## config.mk

```make
export PLATFORM = sky130hd
export DESIGN_NAME = ifft4_stream
export DESIGN_NICKNAME = d
export VERILOG_FILES = /design/src/rtl/ifft4_pkg.sv /design/src/rtl/ifft4_core.sv /design/src/rtl/ifft4_stream.sv
export SDC_FILE = /design/constraint.sdc
export NUM_CORES = 2
export LEC_CHECK = 0
export ABC_AREA = 1
export CAP_MARGIN = 40
export CORE_MARGIN = 2
export CORE_UTILIZATION = 40
export CTS_CLUSTER_SIZE = 25
export DETAILED_ROUTE_END_ITERATION = 6
export PLACE_DENSITY = 0.6
export SLEW_MARGIN = 0
export SYNTH_ARGS = -nofsm -noshare
export SYNTH_HDL_FRONTEND = slang
export SYNTH_HIERARCHICAL = 1
export SYNTH_SLANG_ARGS = --single-unit
```

## constraint.sdc

```tcl
create_clock -name clk -period 6.85 [get_ports clk]
set_clock_uncertainty 0.05 [all_clocks]
set_input_delay 1.37 -clock clk [delete_from_list [all_inputs] [get_ports clk]]
set_output_delay 1.37 -clock clk [all_outputs]
set_load 0.05 [all_outputs]
```

## src/rtl/ifft4_pkg.sv

```systemverilog
// Shared types and helpers for the streaming 4-point inverse DFT engine.
package ifft4_pkg;

    // Engine sequencing: gather a frame, run the butterfly once, drain results.
    typedef enum logic [1:0] {
        COLLECT = 2'd0,
        COMPUTE = 2'd1,
        EMIT    = 2'd2
    } state_t;

    // Samples per frame.
    localparam int FRAME_LEN = 4;

    // Default component width and the widest component the helper supports.
    localparam int DATA_W_DEF = 32;
    localparam int MAX_W      = 64;

    // One complex sample at the default component width.
    typedef struct packed {
        logic signed [DATA_W_DEF-1:0] re;
        logic signed [DATA_W_DEF-1:0] im;
    } cplx_t;

    // Output formatting on a sign-extended butterfly result.
    // scale=1 divides by 4 with an arithmetic shift (rounds toward -inf);
    // scale=0 passes the value through so the caller's truncation wraps it.
    function automatic logic signed [MAX_W+1:0] scale_result(
        input logic signed [MAX_W+1:0] v,
        input logic                    scale
    );
        if (scale) begin
            return v >>> 2;
        end
        return v;
    endfunction

endpackage

```

## src/rtl/ifft4_core.sv

```systemverilog
// Combinational 4-point inverse butterfly (W^-1 = +j), no scaling.
// Inputs are DATA_W signed components; outputs carry two guard bits so a
// sum of four full-scale values never overflows.
module ifft4_core #(
    parameter int DATA_W = 32
) (
    input  logic [3:0][DATA_W-1:0] x_re_i,
    input  logic [3:0][DATA_W-1:0] x_im_i,
    output logic [3:0][DATA_W+1:0] y_re_o,
    output logic [3:0][DATA_W+1:0] y_im_o
);

    localparam int RW = DATA_W + 2;

    logic signed [RW-1:0] ar [4];
    logic signed [RW-1:0] ai [4];

    // Sign-extend every component into the guarded width.
    always_comb begin
        for (int i = 0; i < 4; i++) begin
            ar[i] = RW'($signed(x_re_i[i]));
            ai[i] = RW'($signed(x_im_i[i]));
        end
    end

    // Inverse butterfly: multiplying by +j maps (a,b) to (-b,a).
    always_comb begin
        y_re_o[0] = ar[0] + ar[1] + ar[2] + ar[3];
        y_im_o[0] = ai[0] + ai[1] + ai[2] + ai[3];

        y_re_o[1] = ar[0] - ai[1] - ar[2] + ai[3];
        y_im_o[1] = ai[0] + ar[1] - ai[2] - ar[3];

        y_re_o[2] = ar[0] - ar[1] + ar[2] - ar[3];
        y_im_o[2] = ai[0] - ai[1] + ai[2] - ai[3];

        y_re_o[3] = ar[0] + ai[1] - ar[2] - ai[3];
        y_im_o[3] = ai[0] - ar[1] - ai[2] + ar[3];
    end

endmodule

```

## src/rtl/ifft4_stream.sv

```systemverilog
// Streaming 4-point inverse DFT: collects X[0..3] over a valid/ready input,
// evaluates the butterfly in one cycle, then drains x[0..3] over a
// valid/ready output. Input and output phases never overlap.
//
// Handshake: a beat moves on a channel at a rising edge where valid and
// ready are both high. The producer holds data/valid stable until that edge;
// the consumer may drop ready at any time. out_* stay stable while
// out_valid=1 and out_ready=0.
module ifft4_stream
    import ifft4_pkg::*;
#(
    parameter int DATA_W = 32,
    parameter int SCALE  = 1
) (
    input  logic              clk,
    input  logic              rst,
    input  logic              in_valid,
    output logic              in_ready,
    input  logic [DATA_W-1:0] in_re,
    input  logic [DATA_W-1:0] in_im,
    input  logic              in_last,
    output logic              out_valid,
    input  logic              out_ready,
    output logic [DATA_W-1:0] out_re,
    output logic [DATA_W-1:0] out_im,
    output logic [1:0]        out_idx,
    output logic              out_last,
    output logic              frame_err
);

    localparam int RW = DATA_W + 2;

    state_t                  state_q;
    logic [1:0]              cnt_q;
    logic [3:0][DATA_W-1:0]  buf_re_q;
    logic [3:0][DATA_W-1:0]  buf_im_q;
    logic [3:0][DATA_W-1:0]  res_re_q;
    logic [3:0][DATA_W-1:0]  res_im_q;
    logic [3:0][DATA_W-1:0]  res_re_d;
    logic [3:0][DATA_W-1:0]  res_im_d;
    logic [3:0][RW-1:0]      bf_re;
    logic [3:0][RW-1:0]      bf_im;
    logic [1:0]              idx_q;
    logic                    in_ready_q;
    logic                    out_valid_q;
    logic                    out_last_q;
    logic                    frame_err_q;
    logic                    in_xfer;
    logic                    out_xfer;

    assign in_xfer  = in_valid && in_ready_q;
    assign out_xfer = out_valid_q && out_ready;

    ifft4_core #(
        .DATA_W (DATA_W)
    ) u_core (
        .x_re_i (buf_re_q),
        .x_im_i (buf_im_q),
        .y_re_o (bf_re),
        .y_im_o (bf_im)
    );

    // Scale or wrap each guarded butterfly result down to DATA_W bits.
    always_comb begin
        res_re_d = '0;
        res_im_d = '0;
        for (int i = 0; i < FRAME_LEN; i++) begin
            res_re_d[i] = DATA_W'(scale_result((MAX_W+2)'($signed(bf_re[i])), SCALE != 0));
            res_im_d[i] = DATA_W'(scale_result((MAX_W+2)'($signed(bf_im[i])), SCALE != 0));
        end
    end

    // Frame sequencer: sample buffer, result registers and all handshake flags.
    always_ff @(posedge clk) begin
        if (rst) begin
            state_q     <= COLLECT;
            cnt_q       <= 2'd0;
            buf_re_q    <= '0;
            buf_im_q    <= '0;
            res_re_q    <= '0;
            res_im_q    <= '0;
            idx_q       <= 2'd0;
            in_ready_q  <= 1'b1;
            out_valid_q <= 1'b0;
            out_last_q  <= 1'b0;
            frame_err_q <= 1'b0;
        end else begin
            frame_err_q <= 1'b0;
            case (state_q)
                COLLECT: begin
                    if (in_xfer) begin
                        buf_re_q[cnt_q] <= in_re;
                        buf_im_q[cnt_q] <= in_im;
                        if ((cnt_q == 2'd3) && in_last) begin
                            // Complete frame: stop input and evaluate next cycle.
                            state_q    <= COMPUTE;
                            in_ready_q <= 1'b0;
                            cnt_q      <= 2'd0;
                        end else if (in_last || (cnt_q == 2'd3)) begin
                            // Early or missing last marker: drop the frame.
                            frame_err_q <= 1'b1;
                            cnt_q       <= 2'd0;
                        end else begin
                            cnt_q <= cnt_q + 2'd1;
                        end
                    end
                end
                COMPUTE: begin
                    res_re_q    <= res_re_d;
                    res_im_q    <= res_im_d;
                    state_q     <= EMIT;
                    out_valid_q <= 1'b1;
                    idx_q       <= 2'd0;
                    out_last_q  <= 1'b0;
                end
                EMIT: begin
                    if (out_xfer) begin
                        if (idx_q == 2'd3) begin
                            state_q     <= COLLECT;
                            out_valid_q <= 1'b0;
                            out_last_q  <= 1'b0;
                            in_ready_q  <= 1'b1;
                            idx_q       <= 2'd0;
                        end else begin
                            idx_q      <= idx_q + 2'd1;
                            out_last_q <= (idx_q == 2'd2);
                        end
                    end
                end
                default: begin
                    state_q     <= COLLECT;
                    cnt_q       <= 2'd0;
                    in_ready_q  <= 1'b1;
                    out_valid_q <= 1'b0;
                    out_last_q  <= 1'b0;
                    idx_q       <= 2'd0;
                end
            endcase
        end
    end

    assign in_ready  = in_ready_q;
    assign out_valid = out_valid_q;
    assign out_last  = out_last_q;
    assign out_idx   = idx_q;
    assign frame_err = frame_err_q;
    assign out_re    = res_re_q[idx_q];
    assign out_im    = res_im_q[idx_q];

endmodule

```

# Yosys cells after proc, flatten, opt, wreduce, memory -nomap -nowiden

Cells that the tools add are included.

Bits in registers: 522
Latch bits: 0
RAM bits: 0
Memory bits (read-only): 0
Bits of input ports: 69
Output and inout port bits: 70
Logic and storage cells: 111
Memories kept: 0

Add/subtract/negate cells: 26
$mul: 0
Div/mod/pow operators: 0
Order comparisons: 3
Equality and inequality tests: 9
Shifts and indexed selects: 0
Multiplexer cells: 32
Bitwise logic cells: 4
Reduce and logical (&&, ||, !) cells: 14

Operators with widths:

| cell                                                | number |
|---|---|
| bitwise mux 128 bit                                 | 2 |
| adder 33 x 32 -> 34 bit                             | 4 |
| adder 34 x 32 -> 34 bit                             | 4 |
| subtractor 33 x 32 -> 34 bit                        | 4 |
| subtractor 34 x 32 -> 34 bit                        | 4 |
| adder 32 x 32 -> 33 bit                             | 4 |
| subtractor 32 x 32 -> 33 bit                        | 4 |
| binary-select mux 32 bit (select 2 bit)             | 2 |
| 2-to-1 mux 32 bit                                   | 3 |
| demux 32 bit (select 2 bit)                         | 1 |
| 2-to-1 mux 2 bit                                    | 9 |
| 2-to-1 mux 1 bit                                    | 9 |
| equality test 2 bit (second input constant)         | 4 |
| != test 2 bit (second input constant)               | 4 |
| case mux 2 bit (2 select lines)                     | 2 |
| < comparator 2 x 3 -> 1 bit (second input constant) | 2 |
| case mux 1 bit (3 select lines)                     | 2 |
| case mux 2 bit (3 select lines)                     | 1 |
| AND reduction 2 bit                                 | 3 |
| AND reduction 5 bit                                 | 1 |
| adder 2 x 1 -> 2 bit (second input constant)        | 2 |
| logical AND 1 bit                                   | 4 |
| NOT 1 bit                                           | 4 |
| AND reduction 4 bit                                 | 1 |
| other kinds (8)                                     | 8 |

# Logic depth before layout (Yosys ltp)

Word-level depth: 6
Mapped depth: 21
Depth with buffers taken out: 21

# Modules after synthesis

The synthesis kept the hierarchy.

Modules (own cells, without submodules):

| module       | times used | cells each | area each (um^2) | sequential area each (um^2) |
|---|---|---|---|---|
| ifft4_core   | 1          | 4920       | 31363.8          | 0.0 |
| ifft4_stream | 1          | 2666       | 20073.0          | 10450.0 |

# Worst setup path after synthesis

No wires, ideal clock.

Path type: flip-flop to output port
Start: register idx_q[0] (netlist: out_idx[0])
End: output out_re[10]
Arrival: 2120 ps
Slack: 3310 ps
Stages on the path, launching flop included: 6
Cells stage by stage: dfxtp_1 -> buf_4 -> buf_2 -> buf_2 -> nor2_1 -> o22ai_1

Cells in the longest elaborated chain, start to end: 2

Ends and longest elaborated chain:

| element                                 | line                | RTL |
|---|---|---|
| start, declared                         | ifft4_stream.sv:43  | `logic [1:0] idx_q;` |
| start signal, assigned                  | ifft4_stream.sv:125 | `idx_q <= idx_q + 2'd1;` |
| binary-select mux 32 bit (select 2 bit) | ifft4_stream.sv:147 | `assign out_re = res_re_q[idx_q];` |
| 2-to-1 mux 32 bit (not written as such) | ifft4_stream.sv:147 |  |
| end, declared                           | ifft4_stream.sv:24  | `output logic [DATA_W-1:0] out_re,` |

Every way passes these cells. The select of a mux whose other input is x is not followed.

# Final worst setup path

Start: register idx_q[0] (netlist: out_idx[0])
End: output out_im[24]

Cells in the longest elaborated chain, start to end: 2

Ends and longest elaborated chain:

| element                                 | line                | RTL |
|---|---|---|
| binary-select mux 32 bit (select 2 bit) | ifft4_stream.sv:148 | `assign out_im = res_im_q[idx_q];` |
| 2-to-1 mux 32 bit (not written as such) | ifft4_stream.sv:148 |  |
| end, declared                           | ifft4_stream.sv:25  | `output logic [DATA_W-1:0] out_im,` |

Every way passes these cells. The select of a mux whose other input is x is not followed.

==> metrics <==
most common cell after layout, fill and taps aside nor2_1; vias per cell 5.27; Hold Path End in_ready; Mapped Cells 7,580; part of the cycle the worst path needs 74.5%; Area growth syn-to-layout 9.17%; number of global-route vias before repair 47,978; FMAX 196 MHz; Critical Path, Cell by Cell buf_4 > o21ai_0 > o22ai_1 > clkdlybuf4s50_1; CP required 5.43 ns; GR Overflow Total 0; max_cap viols 0; Clock Latency Late Sink 0.71 ns; fin cells 9,311; Core Box Area 128,000 um^2; pin count of the biggest net entering global routing 226; root buf cell clkbuf_16; die height 363 um; Rel. slew slack 12.1%; Clock transition at path regs 0.06 ns; die width 363 um; syn nets 8,448; RSZ-0062 raised after global routing false; Initial Utilization 40.3%; Worst Hold Class reg2reg; share of cells above drive strength 1 2.94%; first-pass GRT wire length 307,000 um; WL/cell 22.6 um; Routed WL 210,000 um; Arrival @ worst endpoint 3.68 ns; post-route DRC violation count 0; Largest stage delay, worst path 0.85 ns; gr usage total 31.6%; setup TNS 0 ns; final-report setup violation count 0; total iterations of the first detailed-routing run 6; Fillers 13,478; DIE AREA 131,000 um^2; DRT iter0 DRCs 4,717; clock tree buffer depth 3; R2R Setup Slk 2.72 ns; Syn. warnings 6; gp weighted congestion 1.04; Crit. End Element output pin; crit start category flip-flop; Min-Delay Path Depth 2; Crit Path Max Fanout 69; Routed Antenna Nets 0; Post-Synthesis Cell Area 51,400 um^2; Min Clock Period, post-route 5.10 ns; # hold bufs at CTS 0; reg-to-reg startpoint buf_re_q[32]; initial antenna violation count 10; number of clock sinks 522; nets 8,463; DR vias 49,107; PostCTS Resize Cnt 0; # IOs 139; Slew Viols, Final 0; row cnt 131; final hold vios 0; startpoint of the worst hold path in_ready; Setup Buffers After CTS 0; Crit Reg-Reg Endpoint res_re_q[90]; Setup WS pre-CTS 2.54 ns; Placed Instances 9,194; number of CTS-inserted buffers 61; HPWL Detailed 174,000 um; status completed; CTS tree yes; multi-input combinational cell area 34,500 um^2; Max H-tree Level 2; CP max-delay cell clkdlybuf4s50_1; WS Path Type reg2out; sequential cell area 10,500 um^2; Final Worst Setup Slack 1.75 ns; Avg Synthesized Cell Area 6.78 um^2; most frequent cells in the layout 1,575 x nor2_1, 1,393 x inv_1, 1,356 x nand2_1; PortBufs 138; Worst-Margin Slew 1.32 ns; Worst Reg-to-Reg Cells 20
layout make-up:
cell class,count,share of cell area (%)
repair buffers,160,2.95
multi-input cells,5448,61.4
clock inverters,31,0.704
diodes,4,0.0178
clock buffers,82,3.17
flip-flops and latches,522,18.6
well taps,1662,3.70
inverters,1402,9.42
how the worst max path moves through the flow:
stage | start | end | slack [ns] | depth (start not counted)
final | out_idx[0] | out_im[24] | 1.75 | 4
after global routing | out_idx[0] | out_im[26] | 1.61 | 4
after CTS | out_idx[1] | out_re[2] | 1.79 | 6
after detailed placement | out_idx[1] | out_re[2] | 2.54 | 6
after global placement | out_idx[0] | out_im[3] | 2.37 | 5
after floorplan | out_idx[0] | out_re[10] | 3.31 | 5
state kept, by name, indices dropped and copies added (netlist names):
signal and flops:
state_q 2, buf_re_q 128, in_ready 1, cnt_q 2
out_valid 1, frame_err 1, out_last 1, res_re_q 128
out_idx 2, res_im_q 128, buf_im_q 128
metrics by stage:
stage                     util [%]  instance area [um^2]  hold slack (ns)
after floorplan                  -                 51400            0.404
after global placement        42.2                 53900            0.398
after detailed placement      42.3                 53900            0.414
after CTS                     44.0                 56100            0.423
after global routing          44.0                 56100            0.453
final                         44.0                 56100            0.413
critical path, delay by kind of cell, from the launching register on:
kind | cells | cell delay, ns
DFF | 1 | 0.79
AOI/OAI and AO/OA | 2 | 0.50
buffers and inverters | 2 | 1.53
routing by layer:
metal  vias up  GRT usage (%)  part of all wire (%)
met3       368           5.38                   7.6
li1      23282              -                     -
met2      1850           48.2                    43
met5         -              0                 0.029
met4        10           12.8                   4.8
met1     23597           44.2                    45
Power is not shown: default switching activity piles up to over one toggle a cycle in this logic, so the estimate is an artifact.
